--- src/rtl/eco_sweep_ctrl.sv ---
`timescale 1ns/1ps
// ============================================================================
// eco_sweep_ctrl
// ----------------------------------------------------------------------------
// Exhaustive stimulus sequencer and response compactor for small combinational
// ECO test netlists. Every {A,B} combination is driven into the netlist in
// ascending index order. Each Y response is folded into a 16-bit MISR. The
// final signature is compared with a golden value, so an original netlist and
// its ECO-patched version can be checked for equivalence.
//
// Parameters
//   A_W        width of dut_a
//   B_W        width of dut_b
//   Y_W        width of dut_y (must be <= SIG_W)
//   SIG_W      MISR width; the feedback taps are chosen for 16
//   SETTLE_CYC wait cycles between driving a vector and sampling Y (>= 0)
//   SEED       MISR value loaded when a sweep starts
//
// Ports
//   clk        rising-edge clock
//   rst        synchronous, active-high reset
//   start      begin a sweep; accepted only in IDLE or DONE
//   abort      cancel the sweep and return to IDLE; wins over start
//   golden_sig expected signature, sampled as the sweep enters DONE
//   dut_a/b    registered stimulus to the netlist
//   dut_y      netlist response
//   busy       sweep in progress
//   done       sweep complete; held until the next start or abort
//   sig        current MISR value
//   match      sig == golden_sig; meaningful while done=1
//   vec_cnt    number of vectors sampled in this sweep
//
// Optional feature (macro ECO_SWEEP_FAILLOG_EN)
//   exp_y      per-vector golden model response
//   fail_valid a mismatch between dut_y and exp_y has been captured
//   fail_idx   index of the first mismatching vector
// With the macro undefined these ports and their registers do not exist.
// ============================================================================
module eco_sweep_ctrl #(
    parameter int              A_W        = 5,
    parameter int              B_W        = 5,
    parameter int              Y_W        = 3,
    parameter int              SIG_W      = 16,
    parameter int              SETTLE_CYC = 1,
    parameter logic [SIG_W-1:0] SEED      = 16'h0001
) (
    input  logic               clk,
    input  logic               rst,
    input  logic               start,
    input  logic               abort,
    input  logic [SIG_W-1:0]   golden_sig,
    output logic [A_W-1:0]     dut_a,
    output logic [B_W-1:0]     dut_b,
    input  logic [Y_W-1:0]     dut_y,
    output logic               busy,
    output logic               done,
    output logic [SIG_W-1:0]   sig,
    output logic               match,
    output logic [A_W+B_W:0]   vec_cnt
`ifdef ECO_SWEEP_FAILLOG_EN
    ,
    input  logic [Y_W-1:0]     exp_y,
    output logic               fail_valid,
    output logic [A_W+B_W-1:0] fail_idx
`endif
);

    localparam int IDX_W       = A_W + B_W;
    localparam int VC_W        = IDX_W + 1;
    localparam int CNT_W       = (SETTLE_CYC > 1) ? $clog2(SETTLE_CYC) : 1;
    localparam int SETTLE_LAST = (SETTLE_CYC > 0) ? (SETTLE_CYC - 1) : 0;

    typedef enum logic [2:0] {
        IDLE,
        APPLY,
        SETTLE,
        SAMPLE,
        DONE
    } state_t;

    state_t             r_state;
    state_t             w_nextState;

    logic [IDX_W-1:0]   r_idx;
    logic [CNT_W-1:0]   r_settleCnt;
    logic [SIG_W-1:0]   r_sig;
    logic [VC_W-1:0]    r_vecCnt;
    logic [A_W-1:0]     r_dutA;
    logic [B_W-1:0]     r_dutB;
    logic               r_match;

    logic               w_startAcc;
    logic               w_isLast;
    logic               w_settleDone;
    logic               w_fb;
    logic [SIG_W-1:0]   w_misrNext;
    logic [IDX_W-1:0]   w_idxNext;

    // MISR step: shift left with the polynomial feedback into bit 0, then fold
    // in the zero-extended response. Because the feedback includes the top bit
    // the step is invertible, so a single flipped response bit always leaves a
    // different final signature.
    assign w_fb       = r_sig[SIG_W-1] ^ r_sig[SIG_W-3] ^ r_sig[SIG_W-4] ^ r_sig[SIG_W-6];
    assign w_misrNext = {r_sig[SIG_W-2:0], w_fb} ^ SIG_W'(dut_y);

    // The last vector is recognised from the index itself, so the index is
    // never advanced past it and the sweep cannot restart by wrapping.
    assign w_isLast     = &r_idx;
    assign w_idxNext    = r_idx + IDX_W'(1);
    assign w_settleDone = (r_settleCnt == CNT_W'(SETTLE_LAST));

    // State register; reset returns the sequencer to IDLE.
    always_ff @(posedge clk) begin
        if (rst) begin
            r_state <= IDLE;
        end else begin
            r_state <= w_nextState;
        end
    end

    // Next-state and status decoding. busy and done come straight from the
    // current state so busy falls on exactly the cycle done rises. abort is
    // applied last so it overrides every transition, including start.
    always_comb begin
        w_nextState = r_state;
        busy        = 1'b0;
        done        = 1'b0;
        w_startAcc  = 1'b0;
        case (r_state)
            IDLE: begin
                if (start) begin
                    w_nextState = APPLY;
                    w_startAcc  = 1'b1;
                end
            end
            APPLY: begin
                busy        = 1'b1;
                w_nextState = (SETTLE_CYC == 0) ? SAMPLE : SETTLE;
            end
            SETTLE: begin
                busy = 1'b1;
                if (w_settleDone) begin
                    w_nextState = SAMPLE;
                end
            end
            SAMPLE: begin
                busy        = 1'b1;
                w_nextState = w_isLast ? DONE : APPLY;
            end
            DONE: begin
                done = 1'b1;
                if (start) begin
                    w_nextState = APPLY;
                    w_startAcc  = 1'b1;
                end
            end
            default: begin
                w_nextState = IDLE;
            end
        endcase
        if (abort) begin
            w_nextState = IDLE;
            w_startAcc  = 1'b0;
        end
    end

    // Datapath. The stimulus registers are loaded on every transition into
    // APPLY (from start or from SAMPLE), so dut_a/dut_b already show vector i
    // during APPLY and stay unchanged through SETTLE and SAMPLE. abort clears
    // the stimulus and match but deliberately keeps the partial signature and
    // vector count visible for debug.
    always_ff @(posedge clk) begin
        if (rst) begin
            r_idx       <= '0;
            r_settleCnt <= '0;
            r_sig       <= '0;
            r_vecCnt    <= '0;
            r_dutA      <= '0;
            r_dutB      <= '0;
            r_match     <= 1'b0;
        end else if (abort) begin
            r_settleCnt <= '0;
            r_dutA      <= '0;
            r_dutB      <= '0;
            r_match     <= 1'b0;
        end else if (w_startAcc) begin
            r_idx       <= '0;
            r_settleCnt <= '0;
            r_sig       <= SEED;
            r_vecCnt    <= '0;
            r_dutA      <= '0;
            r_dutB      <= '0;
            r_match     <= 1'b0;
        end else begin
            case (r_state)
                APPLY: begin
                    r_settleCnt <= '0;
                end
                SETTLE: begin
                    r_settleCnt <= r_settleCnt + CNT_W'(1);
                end
                SAMPLE: begin
                    r_sig    <= w_misrNext;
                    r_vecCnt <= r_vecCnt + VC_W'(1);
                    if (w_isLast) begin
                        r_match <= (w_misrNext == golden_sig);
                    end else begin
                        r_idx            <= w_idxNext;
                        {r_dutA, r_dutB} <= w_idxNext;
                    end
                end
                default: begin
                end
            endcase
        end
    end

    assign dut_a   = r_dutA;
    assign dut_b   = r_dutB;
    assign sig     = r_sig;
    assign match   = r_match;
    assign vec_cnt = r_vecCnt;

`ifdef ECO_SWEEP_FAILLOG_EN
    logic               r_failValid;
    logic [IDX_W-1:0]   r_failIdx;

    // First-failure log: only the earliest mismatching index of a sweep is
    // kept; it survives into DONE and is cleared by start, abort or reset.
    always_ff @(posedge clk) begin
        if (rst) begin
            r_failValid <= 1'b0;
            r_failIdx   <= '0;
        end else if (abort || w_startAcc) begin
            r_failValid <= 1'b0;
            r_failIdx   <= '0;
        end else if ((r_state == SAMPLE) && (dut_y != exp_y) && !r_failValid) begin
            r_failValid <= 1'b1;
            r_failIdx   <= r_idx;
        end
    end

    assign fail_valid = r_failValid;
    assign fail_idx   = r_failIdx;
`endif

endmodule

--- config.mk ---
export PLATFORM = sky130hd
export DESIGN_NAME = eco_sweep_ctrl
export DESIGN_NICKNAME = d
export VERILOG_FILES = /design/src/rtl/eco_sweep_ctrl.sv
export SDC_FILE = /design/constraint.sdc
export NUM_CORES = 1
export LEC_CHECK = 0
export BUFFER_PORTS_ARGS = -buffer_cell sky130_fd_sc_hd__buf_2
export CAP_MARGIN = 40
export CORE_ASPECT_RATIO = 1.75
export CORE_MARGIN = 3
export CORE_UTILIZATION = 52
export CTS_CLUSTER_DIAMETER = 200
export CTS_CLUSTER_SIZE = 25
export DETAILED_ROUTE_END_ITERATION = 12
export GPL_ROUTABILITY_DRIVEN = 0
export PLACE_DENSITY = 0.79
export SLEW_MARGIN = 20
export SYNTH_ARGS = -nofsm -noshare
export SYNTH_HDL_FRONTEND = slang
export SYNTH_SLANG_ARGS = --single-unit
--- constraint.sdc ---
create_clock -name clk -period 2.23 [get_ports clk]
set_clock_uncertainty 0.05 [all_clocks]
set_input_delay 0.3345 -clock clk [delete_from_list [all_inputs] [get_ports clk]]
set_output_delay 0.3345 -clock clk [all_outputs]
set_load 0.005 [all_outputs]
### Word level (Yosys, flattened, before mapping)

Cells that the tools add are included.

| operators by class | value |
|---|---|
| div/mod/pow operators | 0 |
| equal/unequal tests | 8 |
| reduce and logical (&&, ||, !) cells | 13 |
| shifts and indexed selects | 0 |
| multiply operators | 0 |
| order comparisons | 0 |
| bitwise gates (word level) | 6 |
| add/subtract/negate cells | 3 |
| muxes and demuxes | 17 |

Operators by type and width:

| kind | count |
|---|---|
| $mux W16 | 2 |
| $mux W10 | 3 |
| $mux W11 | 2 |
| $eq A16 B16 Y1 | 1 |
| $xor A16 B3 Y16 | 1 |
| $pmux W3 S4 | 1 |
| $add A11 B1 Y11 const B | 1 |
| $reduce_and A11 Y1 | 1 |
| $add A10 B1 Y10 const B | 1 |
| $reduce_and A10 Y1 | 1 |
| $mux W3 | 3 |
| $eq A3 B2 Y1 const B | 2 |
| $reduce_and A2 Y1 | 3 |
| $reduce_or A3 Y1 | 2 |
| $mux W1 | 5 |
| $ne A2 B2 Y1 const B | 2 |
| $reduce_bool A2 Y1 | 2 |
| $reduce_or A2 Y1 | 2 |
| $eq A3 B1 Y1 const B | 1 |
| $eq A3 B3 Y1 const B | 1 |
| $logic_not A3 Y1 | 1 |
| $reduce_and A3 Y1 | 1 |
| $xor A1 B1 Y1 | 3 |
| $ne A2 B1 Y1 const B | 1 |
| other kinds (3) | 4 |

| storage, ports and cells | value |
|---|---|
| flip-flop bits (word level) | 52 |
| input port bits | 23 |
| memories kept | 0 |
| memory bits (read-only) | 0 |
| RAM bits | 0 |
| logic and storage cells | 55 |
| bits in latches | 0 |
| output and inout bits | 40 |

### Depth between registers and ports, before layout

Gate-level depths: netlist (run 1).

| depth | value |
|---|---|
| depth in word-level cells | 6 |
| mapped depth | 7 |
| gate-level depth less buffers | 6 |

### Worst setup path before layout (run 1)

Ideal clock, no wire load.

| timing | value |
|---|---|
| kind | register -> register |
| start | register r_idx[0] |
| end | register r_dutA[3], in the netlist dut_a[3] |
| period minus slack after synthesis | 1,737 ps |
| path slack | 493 ps |
| buffers on the path | 1 |
| required time | 2,094 ps |
| stages on the path, launching flop included | 8 |
| library setup time | 86 ps |
| arrival time | 1,601 ps |
| cell sequence | dfxtp_1 -> ha_1 -> nand3_1 -> nor2_1 -> a21oi_2 -> buf_2 -> nor2_1 -> a211oi_1 |

| between the ends | value |
|---|---|
| longest elaborated chain between the ends | 3 |
| elaborated cells on any way between the ends | 4 |
| classes of those cells | add/sub (1); bitwise (1); reduce/logical (2) |

Ends and longest elaborated chain:

| element | line | source |
|---|---|---|
| from (decl) | 84 | `logic [IDX_W-1:0] r_idx;` |
| from (signal assigned) | 208 | `r_idx <= w_idxNext;` |
| branches (longest 3 deep; another with $add A10 B1 Y10) | -- |  |
| to (signal assigned) | 209 | `{r_dutA, r_dutB} <= w_idxNext;` |
| to (decl) | 88 | `logic [A_W-1:0] r_dutA;` |

Several ways; the timed one is not identified.
A chain may end at the register's enable or synchronous reset.

### Final worst setup path (run 1)

| timing | value |
|---|---|
| start | register r_state[0] |
| end | register r_idx[4] |

| between the ends | value |
|---|---|
| longest elaborated chain between the ends | 6 |
| elaborated cells on any way between the ends | 10 |
| classes of those cells | eq/ne (3); mux (3); reduce/logical (4) |

Ends and longest elaborated chain:

| element | line | source |
|---|---|---|
| from (decl) | 81 | `state_t r_state;` |
| from (signal assigned) | 117 | `r_state <= w_nextState;` |
| $eq A3 B3 Y1 or $logic_not A3 Y1 (tied branches) | 129 | `case (r_state)` |
| $reduce_or A2 Y1 (no line) | -- |  |
| $mux W1 | -- |  |
| $mux W1 | 161 | `if (abort) begin` |
| $ne A2 B2 Y1 (no line) or $reduce_bool A2 Y1 (tied branches) | -- |  |
| $reduce_and A3 Y1 (no line) | -- |  |

Several ways; a longest one is shown, not always the timed one.

==> results.py, run 1 <==
metrics = {
    "synthesis": {
        "syn-num-nets": 298,
        "synth_edf_count": 0,
        "syn_area_mm2": 0.00243,
        "ys_seq_area_share_pct": 42.9,
        "yosys_warnings": 0,
        "syn_inst": 273,
        "synth_flop_cell": "dfxtp_1",
        "ys_types": 40,
        "synth_seq_cells": 52,
        "syn_avg_cell_area_um2": 8.90,
        "async_flop_share_pct": 0,
    },
    "global_routing": {
        "grt_pass1_wl_um": 8570,
        "grt_pass1_vias": 1986,
        "grt_use_total_pct": 19.5,
        "grt_max_degree": 23,
        "grt_overflow_total": 0,
        "antenna_found_initial": 0,
    },
    "clocking": {
        "cts_resized": 0,
        "cts.sinks": 52,
        "clock-root-buffer": "clkbuf_8",
        "cts_hold_buf": 0,
        "clkLatencyLatePin_ns": 0.30,
        "h-tree-depth": 2,
        "cts_buffers": 5,
        "cts_tree": "yes",
        "post_cts_buffers": 0,
        "clkSlewWorstSetupHoldPaths_ns": 0.09,
        "clockBufferDepth": 2,
    },
    "die": {
        "die_width_um": 57.7,
        "die_h_um": 96.4,
        "pin_count": 63,
        "rows": 32,
        "initial_core_util_pct": 54.6,
        "fp.coreArea_mm2": 0.00444,
        "die-area_mm2": 0.00556,
    },
    "critical_path": {
        "startpoint_type": "flop",
        "critPathKind": "flop to flop",
        "crit_arrival_ns": 2.08,
        "path_cells": "nor4bb_2 -> o31a_1 -> nor2b_1 -> xnor2_1 -> nor2_1",
        "path_delay_family": "simple AND/OR/NAND/NOR gates",
        "required_ns": 2.35,
        "crit_path_end_kind": "flop",
        "cp.buffers_inverters": 0,
        "cp_slowest_cell": "dfxtp_1",
        "crit_fanout": 9,
        "cp_slowest_stage_delay_ns": 0.53,
    },
    "sta": {
        "max_freq_mhz": 509,
        "finalCriticalPeriod_ns": 1.97,
        "rsz0062_at_grt": "false",
        "fin_crit_sh_pct": 88.2,
        "slew_viol_final": 0,
        "setup_tns_ns": 0,
        "max_slew_margin_pct": 50.0,
        "hold_violations": 0,
        "worstMarginPinSlew_ns": 0.750,
        "finalSetupViolCount": 0,
    },
    "placement": {
        "placed_area_mm2": 0.00276,
        "place_hpwl_um": 3860,
        "port_buffers": 62,
    },
    "power_and_ir_drop": {
        "vdd_drop_max_uv": 495,
        "p_leak_nw": 1.15,
        "powerDensity_mw_per_mm2": 563,
    },
    "detailed_routing": {
        "remaining_drc_errors": 0,
        "first_iter_violations": 45,
        "ant_nets": 0,
        "avgViaCountPerCell": 5.54,
        "wl_um": 5120,
        "avgRoutedWirePerCell_um": 13.4,
        "vias": 2111,
        "drtPass1Iterations": 6,
    },
    "run_status": {
        "status": "complete, no violations",
    },
    "final_layout": {
        "fin_area_mm2": 0.00286,
        "n_antenna_cell": 0,
        "nets": 355,
        "n_fill_cell": 406,
        "syn2layout_area_growth_pct": 17.7,
        "drive_gt1_share_pct": 24.5,
    },
    "hold_path": {
        "min_path_type": "input pin to flop",
    },
    "flow_run": {
        "max_cap_viol_count": 0,
    },
}
-- layout make-up --
type / count / area [um^2] / area share [%]
clock buffers: 7 / 96.3 / 3.37
inverters: 4 / 15.0 / 0.525
multi-input cells: 201 / 1300 / 45.6
flip-flops and latches: 52 / 1040 / 36.4
well taps: 51 / 63.8 / 2.23
repair buffers: 66 / 340 / 11.9
-- worst paths after layout --
| path | depth (start not counted) | end | start | slack, ns |
|---|---|---|---|---|
| setup / recovery | 5 | r_idx[4] | r_state[0] | 0.26 |
| hold reg to reg | 2 | match | match | 0.44 |
| setup reg to reg | 5 | r_idx[4] | r_state[0] | 0.26 |
| hold / removal | 2 | r_state[1] | abort | 0.28 |
-- cell families after synthesis --
family | synth area share, %
mux | 2.06
xor+xnor | 16.2
compound gates | 12.8
buf+inv | 3.76
fa+ha+maj | 1.03
flops | 42.9
simple gates | 21.3
-- cell usage after synthesis (all sizes together), types with 2 or more instances --
master | number | area [um^2]
nor2 | 53 | 199
o21ai | 3 | 15.0
mux2i | 5 | 50.1
dfxtp | 52 | 1040
and3 | 4 | 25.0
a211oi | 10 | 75.1
nor4 | 3 | 18.8
nor3 | 4 | 20.0
buf | 6 | 37.5
nand3 | 11 | 67.6
nand2 | 13 | 48.8
xor2 | 23 | 201
a21o | 2 | 15.0
xnor2 | 22 | 193
a22oi | 16 | 120
ha | 2 | 25.0
clkbuf | 10 | 38.8
nand4 | 8 | 50.1
a21oi | 7 | 50.1
or3 | 2 | 12.5
inv | 4 | 15.0
and4 | 2 | 17.5
-- stage by stage --
step	util, %	power, W	hold slack [ns]	setup slack, ns	instances
4_1_cts	64.3	0.00163	0.276	0.251	381
2_1_floorplan	-	0.00103	0.361	0.493	273
3_5_place_dp	62.2	0.00107	0.427	0.270	374
3_3_place_gp	62.2	0.00107	0.417	0.337	374
6_report	64.3	0.00161	0.285	0.263	381
5_1_grt	64.3	0.00166	0.311	0.0639	381
-- worst reg2reg max path, delay by kind of cell, from the launching register on --
| kind | cells | cell delay (ns) |
|---|---|---|
| flip-flops | 1 | 0.53 |
| XOR/XNOR | 1 | 0.14 |
| AO/OA/AOI/OAI | 1 | 0.41 |
| AND/OR/NAND/NOR | 3 | 0.71 |
-- metal layers --
layer | GRT usage (%) | part of all wire (%) | up-vias
met5 | 0 | 0 | -
met3 | 3.72 | 5.3 | 12
met1 | 20.2 | 38 | 981
met4 | 9.48 | 3.0 | 0
met2 | 36.7 | 54 | 66
li1 | - | - | 1052
-- state kept, by name, summed over array words and instances (netlist names) --
register	count
match	1
r_settleCnt	1
r_idx	10
dut_a	5
r_state	3
vec_cnt	11
dut_b	5
sig	16
-- power breakdown --
group | internal [W] | switching [W]
Clock | 0.000277 | 0.000288
Combinational | 0.0000444 | 0.0000607
Sequential | 0.000932 | 0.00000732
Total | 0.00125 | 0.000356
-- cells in the final DEF, fill, tap and decap left out, drive strengths merged --
| master | netlist | layout |
|---|---|---|
| and3 | 4 | 4 |
| a21oi | 7 | 7 |
| nor2b | 1 | 1 |
| nor4 | 3 | 3 |
| clkbuf | 10 | 7 |
| xnor2 | 22 | 22 |
| dfxtp | 52 | 52 |
| a21o | 2 | 2 |
| o31a | 1 | 1 |
| a221oi | 1 | 1 |
| or3 | 2 | 2 |
| nand2b | 1 | 1 |
| o22ai | 1 | 1 |
| ha | 2 | 2 |
| or3b | 1 | 1 |
| nand4 | 8 | 8 |
| nand3b | 1 | 1 |
| buf | 6 | 66 |
| and2 | 1 | 1 |
| nand2 | 13 | 13 |
| o221a | 1 | 1 |
| nor3 | 4 | 4 |
| a211oi | 10 | 10 |
| and4 | 2 | 2 |
| inv | 4 | 4 |
| xor2 | 23 | 23 |
| o21ai | 3 | 3 |
| or2 | 1 | 1 |
| a22oi | 16 | 16 |
| nor4bb | 1 | 1 |
| nand3 | 11 | 11 |
| nor2 | 53 | 53 |
| mux2i | 5 | 5 |
Note: power is estimated with default switching activity, not from simulation.
==> run 2, diff against run 1 <==
==> constraint.sdc (replaced) <==
create_clock -name clk -period 2.23 [get_ports clk]
set_clock_uncertainty 0.05 [all_clocks]
set_input_delay 0.1115 -clock clk [delete_from_list [all_inputs] [get_ports clk]]
set_output_delay 0.1115 -clock clk [all_outputs]
set_load 0.005 [all_outputs]
==> run 2 against run 1 <==
  * Global-route usage about the same
  * Via count is 1.5% lower
  * Highest routed layer unchanged
  * Largest power group unchanged
  * Maximum frequency hardly changed
  * Largest cell class unchanged
==> results.py, run 2 (synthesis results as in run 1) <==
metrics = {
    "run_status": {
        "status": "complete, no violations",
    },
    "clocking": {
        "cts_tree": "yes",
        "h-tree-depth": 2,
        "clkLatencyLatePin_ns": 0.29,
        "cts_buffers": 5,
        "cts_resized": 0,
        "cts_hold_buf": 0,
        "clkSlewWorstSetupHoldPaths_ns": 0.08,
        "clock-root-buffer": "clkbuf_8",
        "cts.sinks": 52,
        "post_cts_buffers": 0,
        "clockBufferDepth": 2,
    },
    "die": {
        "rows": 32,
        "fp.coreArea_mm2": 0.00444,
        "die_h_um": 96.4,
        "die-area_mm2": 0.00556,
        "die_width_um": 57.7,
        "pin_count": 63,
        "initial_core_util_pct": 54.6,
    },
    "final_layout": {
        "seq_area_mm2": 0.00104,
        "multi_input_area_mm2": 0.00131,
        "syn2layout_area_growth_pct": 17.2,
        "mostFrequentLayoutCells": "62 x buf_2, 53 x nor2_1, 52 x dfxtp_1",
        "n_antenna_cell": 0,
        "layout_commonest_cell": "buf_2",
        "n_fill_cell": 395,
        "drive_gt1_share_pct": 23.7,
        "nets": 353,
        "fin_cells": 380,
        "largest_register_ffs": 16,
        "fin_util_pct": 64.0,
    },
    "detailed_routing": {
        "avgViaCountPerCell": 5.47,
        "wl_um": 5100,
        "drtPass1Iterations": 4,
        "vias": 2079,
        "ant_nets": 0,
        "avgRoutedWirePerCell_um": 13.4,
        "remaining_drc_errors": 0,
        "first_iter_violations": 23,
    },
    "sta": {
        "max_freq_mhz": 508,
        "rsz0062_at_grt": "false",
        "fin_crit_sh_pct": 88.2,
        "max_slew_margin_pct": 58.5,
        "hold_violations": 0,
        "slew_viol_final": 0,
        "setup_tns_ns": 0,
        "finalCriticalPeriod_ns": 1.97,
        "worstMarginPinSlew_ns": 0.623,
        "finalSetupViolCount": 0,
    },
    "placement": {
        "place_inst": 372,
        "port_buffers": 62,
        "place_hpwl_um": 3950,
    },
    "global_routing": {
        "grt_overflow_total": 0,
        "grt_pass1_wl_um": 8590,
        "grt_max_degree": 23,
        "antenna_found_initial": 0,
        "grt_pass1_vias": 1985,
        "grt_use_total_pct": 19.5,
    },
    "critical_path": {
        "required_ns": 2.34,
        "startpoint_type": "flop",
        "r2r_cells": 5,
        "critPathKind": "flop to flop",
        "crit_path_end_kind": "flop",
        "crit_fanout": 9,
        "crit_arrival_ns": 2.08,
    },
    "power_and_ir_drop": {
        "vdd_drop_max_uv": 635,
        "p_leak_nw": 1.14,
        "power_w": 0.00158,
        "powerDensity_mw_per_mm2": 554,
    },
    "flow_run": {
        "max_cap_viol_count": 0,
    },
    "hold_path": {
        "min_path_type": "input pin to flop",
        "whs_path_depth": 2,
    },
}
==> run 2: changes by cell type in the layout (fill, tap and decap cells not counted), sizes merged <==
cell / before / now
buf: 66 / 64
clkbuf: 7 / 8
==> run 2: report_power, final <==
part | internal (W) | switching, W
logic | 0.0000444 | 0.0000602
clock network | 0.000254 | 0.000280
registers | 0.000932 | 0.00000708
total | 0.00123 | 0.000347
==> run 2: path summary, 6_finish.rpt <==
check	from	to	slack, ns
setup / recovery	r_state[1]	vec_cnt[5]	0.26
hold / removal	abort	r_state[1]	0.07
setup reg to reg	r_state[1]	vec_cnt[5]	0.26
hold reg to reg	vec_cnt[10]	vec_cnt[10]	0.44
==> run 2: layout make-up <==
type | count | share of cell area [%]
Sequential cell | 52 | 36.6
Timing Repair Buffer | 64 | 11.4
Clock buffer | 8 | 3.17
Inverter | 4 | 0.528
Multi-Input combinational cell | 201 | 46.0
Tap cell | 51 | 2.24
==> run 2: metrics by stage <==
stage	hold WS [ns]	setup slack (ns)	instance area (um^2)
floorplan	0.138	0.493	2430
global placement	0.363	0.278	2750
detailed placement	0.381	0.167	2750
CTS	0.0675	0.183	2840
global route	0.0679	0.0970	2850
finish	0.0684	0.263	2850
==> run 2: critical path, stage by stage (launching register included) <==
cell      delay, ns
dfxtp_1        0.52
nand3b_2       0.28
a211oi_1       0.58
nand4_1        0.18
xor2_1         0.17
nor2_1         0.05
==> run 2: metal layers <==
| layer | global-route usage (%) | up-vias | wire (um) |
|---|---|---|---|
| met5 | 0 | - | 0 |
| met4 | 5.80 | 0 | 71 |
| met3 | 3.72 | 7 | 263 |
| met2 | 39.3 | 55 | 2840 |
| met1 | 19.3 | 968 | 1930 |
| li1 | - | 1049 | - |
==> run 3, diff against run 2 <==
--- a/config.mk
+++ b/config.mk
@@ -13,8 +13,9 @@
 export CTS_CLUSTER_DIAMETER = 200
 export CTS_CLUSTER_SIZE = 25
 export DETAILED_ROUTE_END_ITERATION = 12
-export GPL_ROUTABILITY_DRIVEN = 0
 export PLACE_DENSITY = 0.79
+export RECOVER_POWER = 50
+export REMOVE_ABC_BUFFERS = 1
 export SLEW_MARGIN = 20
 export SYNTH_ARGS = -nofsm -noshare
 export SYNTH_HDL_FRONTEND = slang
==> run 3 against run 2 <==
  * Cell count stayed put
  * Sequential cell count stayed put
  * Register-to-register slack worse by 0.04 ns
  * Via count is 0.77% lower
  * Worst hold slack worse by 0.010 ns
  * Critical endpoint unchanged
  * Worst setup slack worse by 0.040 ns
  * Total power is 21% higher
  * First-iteration DRC count is 39% higher
  * Count of clock-buffer cells in the layout is 3 lower
  * Highest routed layer unchanged
  * Core utilization is 0.59 points higher
  * Non-clock buffer count stayed put
==> results.py, run 3 (synthesis results as in run 1) <==
metrics = {
    "die": {
        "die-area_mm2": 0.00556,
        "rows": 32,
        "pin_count": 63,
        "fp.coreArea_mm2": 0.00444,
        "die_width_um": 57.7,
        "initial_core_util_pct": 54.6,
        "die_h_um": 96.4,
    },
    "sta": {
        "setup_slack_ns": 0.223,
        "slew_viol_final": 0,
        "max_slew_margin_pct": 58.1,
        "worstMarginPinSlew_ns": 0.628,
        "hold_violations": 0,
        "finalSetupViolCount": 0,
        "fin_crit_sh_pct": 90.0,
        "rsz0062_at_grt": "false",
        "finalCriticalPeriod_ns": 2.01,
        "max_freq_mhz": 498,
        "setup_tns_ns": 0,
    },
    "final_layout": {
        "mostFrequentLayoutCells": "53 x nor2_1, 52 x dfxtp_1, 41 x buf_2",
        "seq_area_mm2": 0.00104,
        "n_antenna_cell": 0,
        "fin_area_mm2": 0.00287,
        "drive_gt1_share_pct": 17.3,
        "largest_register_ffs": 16,
        "nets": 353,
        "n_fill_cell": 385,
        "multi_input_area_mm2": 0.00130,
        "layout_commonest_cell": "nor2_1",
        "fin_cells": 380,
        "syn2layout_area_growth_pct": 18.2,
    },
    "critical_path": {
        "r2r_cells": 5,
        "required_ns": 2.36,
        "crit_path_end_kind": "flop",
        "crit_fanout": 9,
        "crit_arrival_ns": 2.13,
        "startpoint_type": "flop",
        "critPathKind": "flop to flop",
    },
    "detailed_routing": {
        "wl_um": 5150,
        "vias": 2063,
        "avgViaCountPerCell": 5.43,
        "first_iter_violations": 32,
        "ant_nets": 0,
        "avgRoutedWirePerCell_um": 13.5,
        "remaining_drc_errors": 0,
        "drtPass1Iterations": 4,
    },
    "flow_run": {
        "max_cap_viol_count": 0,
    },
    "clocking": {
        "cts_tree": "yes",
        "h-tree-depth": 2,
        "cts_hold_buf": 0,
        "clkLatencyLatePin_ns": 0.30,
        "clock-root-buffer": "clkbuf_8",
        "cts.sinks": 52,
        "clkSlewWorstSetupHoldPaths_ns": 0.09,
        "cts_buffers": 5,
        "clockBufferDepth": 2,
    },
    "global_routing": {
        "grt_max_degree": 23,
        "antenna_found_initial": 0,
        "grt_overflow_total": 0,
        "grt_use_total_pct": 19.5,
        "grt_pass1_vias": 1972,
        "grt_pass1_wl_um": 8630,
    },
    "power_and_ir_drop": {
        "power_w": 0.00191,
        "powerDensity_mw_per_mm2": 665,
        "p_leak_nw": 1.08,
        "vdd_drop_max_uv": 605,
    },
    "placement": {
        "place_inst": 372,
        "port_buffers": 62,
        "place_hpwl_um": 3910,
        "dp_slack_ns": 0.208,
        "gp_congestion": 0.858,
        "placed_area_mm2": 0.00275,
    },
    "run_status": {
        "status": "complete, no violations",
    },
    "hold_path": {
        "whs_path_depth": 2,
        "min_path_type": "input pin to flop",
    },
}
==> run 3: final timing paths <==
path               start     endpoint  slack [ns]
min                abort   r_state[2]        0.06
max           r_state[1]   vec_cnt[5]        0.22
max reg2reg   r_state[1]   vec_cnt[5]        0.22
min reg2reg  vec_cnt[10]  vec_cnt[10]        0.44
==> run 3: timing repair <==
| item | in CTS | in global routing |
|---|---|---|
| resized for setup | 0 | 1 |
| setup endpoints to repair | 0 | 4 |
| setup buffers | 0 | 0 |
==> run 3: layout make-up <==
class / count / area share [%]
Sequential cell: 52 / 36.3
Clock buffer: 5 / 2.40
Timing Repair Buffer: 64 / 10.3
Tap cell: 51 / 2.22
Clock inverter: 3 / 3.14
Multi-Input combinational cell: 201 / 45.2
Inverter: 4 / 0.523
==> run 3: metal layers <==
layer	up-vias	track usage, %	share of wire, %
met4	0	7.35	1.7
met2	62	36.6	54
li1	1048	-	-
met5	-	0	0
met3	8	3.32	5.6
met1	945	21.3	39
==> run 3: metrics by stage <==
stage               hold WS (ns)  util (%)
finish                    0.0579      64.6
global route              0.0679      64.6
CTS                       0.0508      65.4
detailed placement         0.382      61.8
global placement           0.362      61.8
floorplan                  0.134         -
==> run 3: critical path, cell delays in order, from the launching register on <==
cell and delay, ns:
dfxtp_1 0.52, nand3b_2 0.29, a211oi_1 0.60, nand4_1 0.19, xor2_1 0.17, nor2_1 0.06
==> run 3: report_power, final <==
part | switching (W) | internal [W]
sequential | 0.00000712 | 0.000932
combinational | 0.0000592 | 0.0000432
clock | 0.000308 | 0.000561
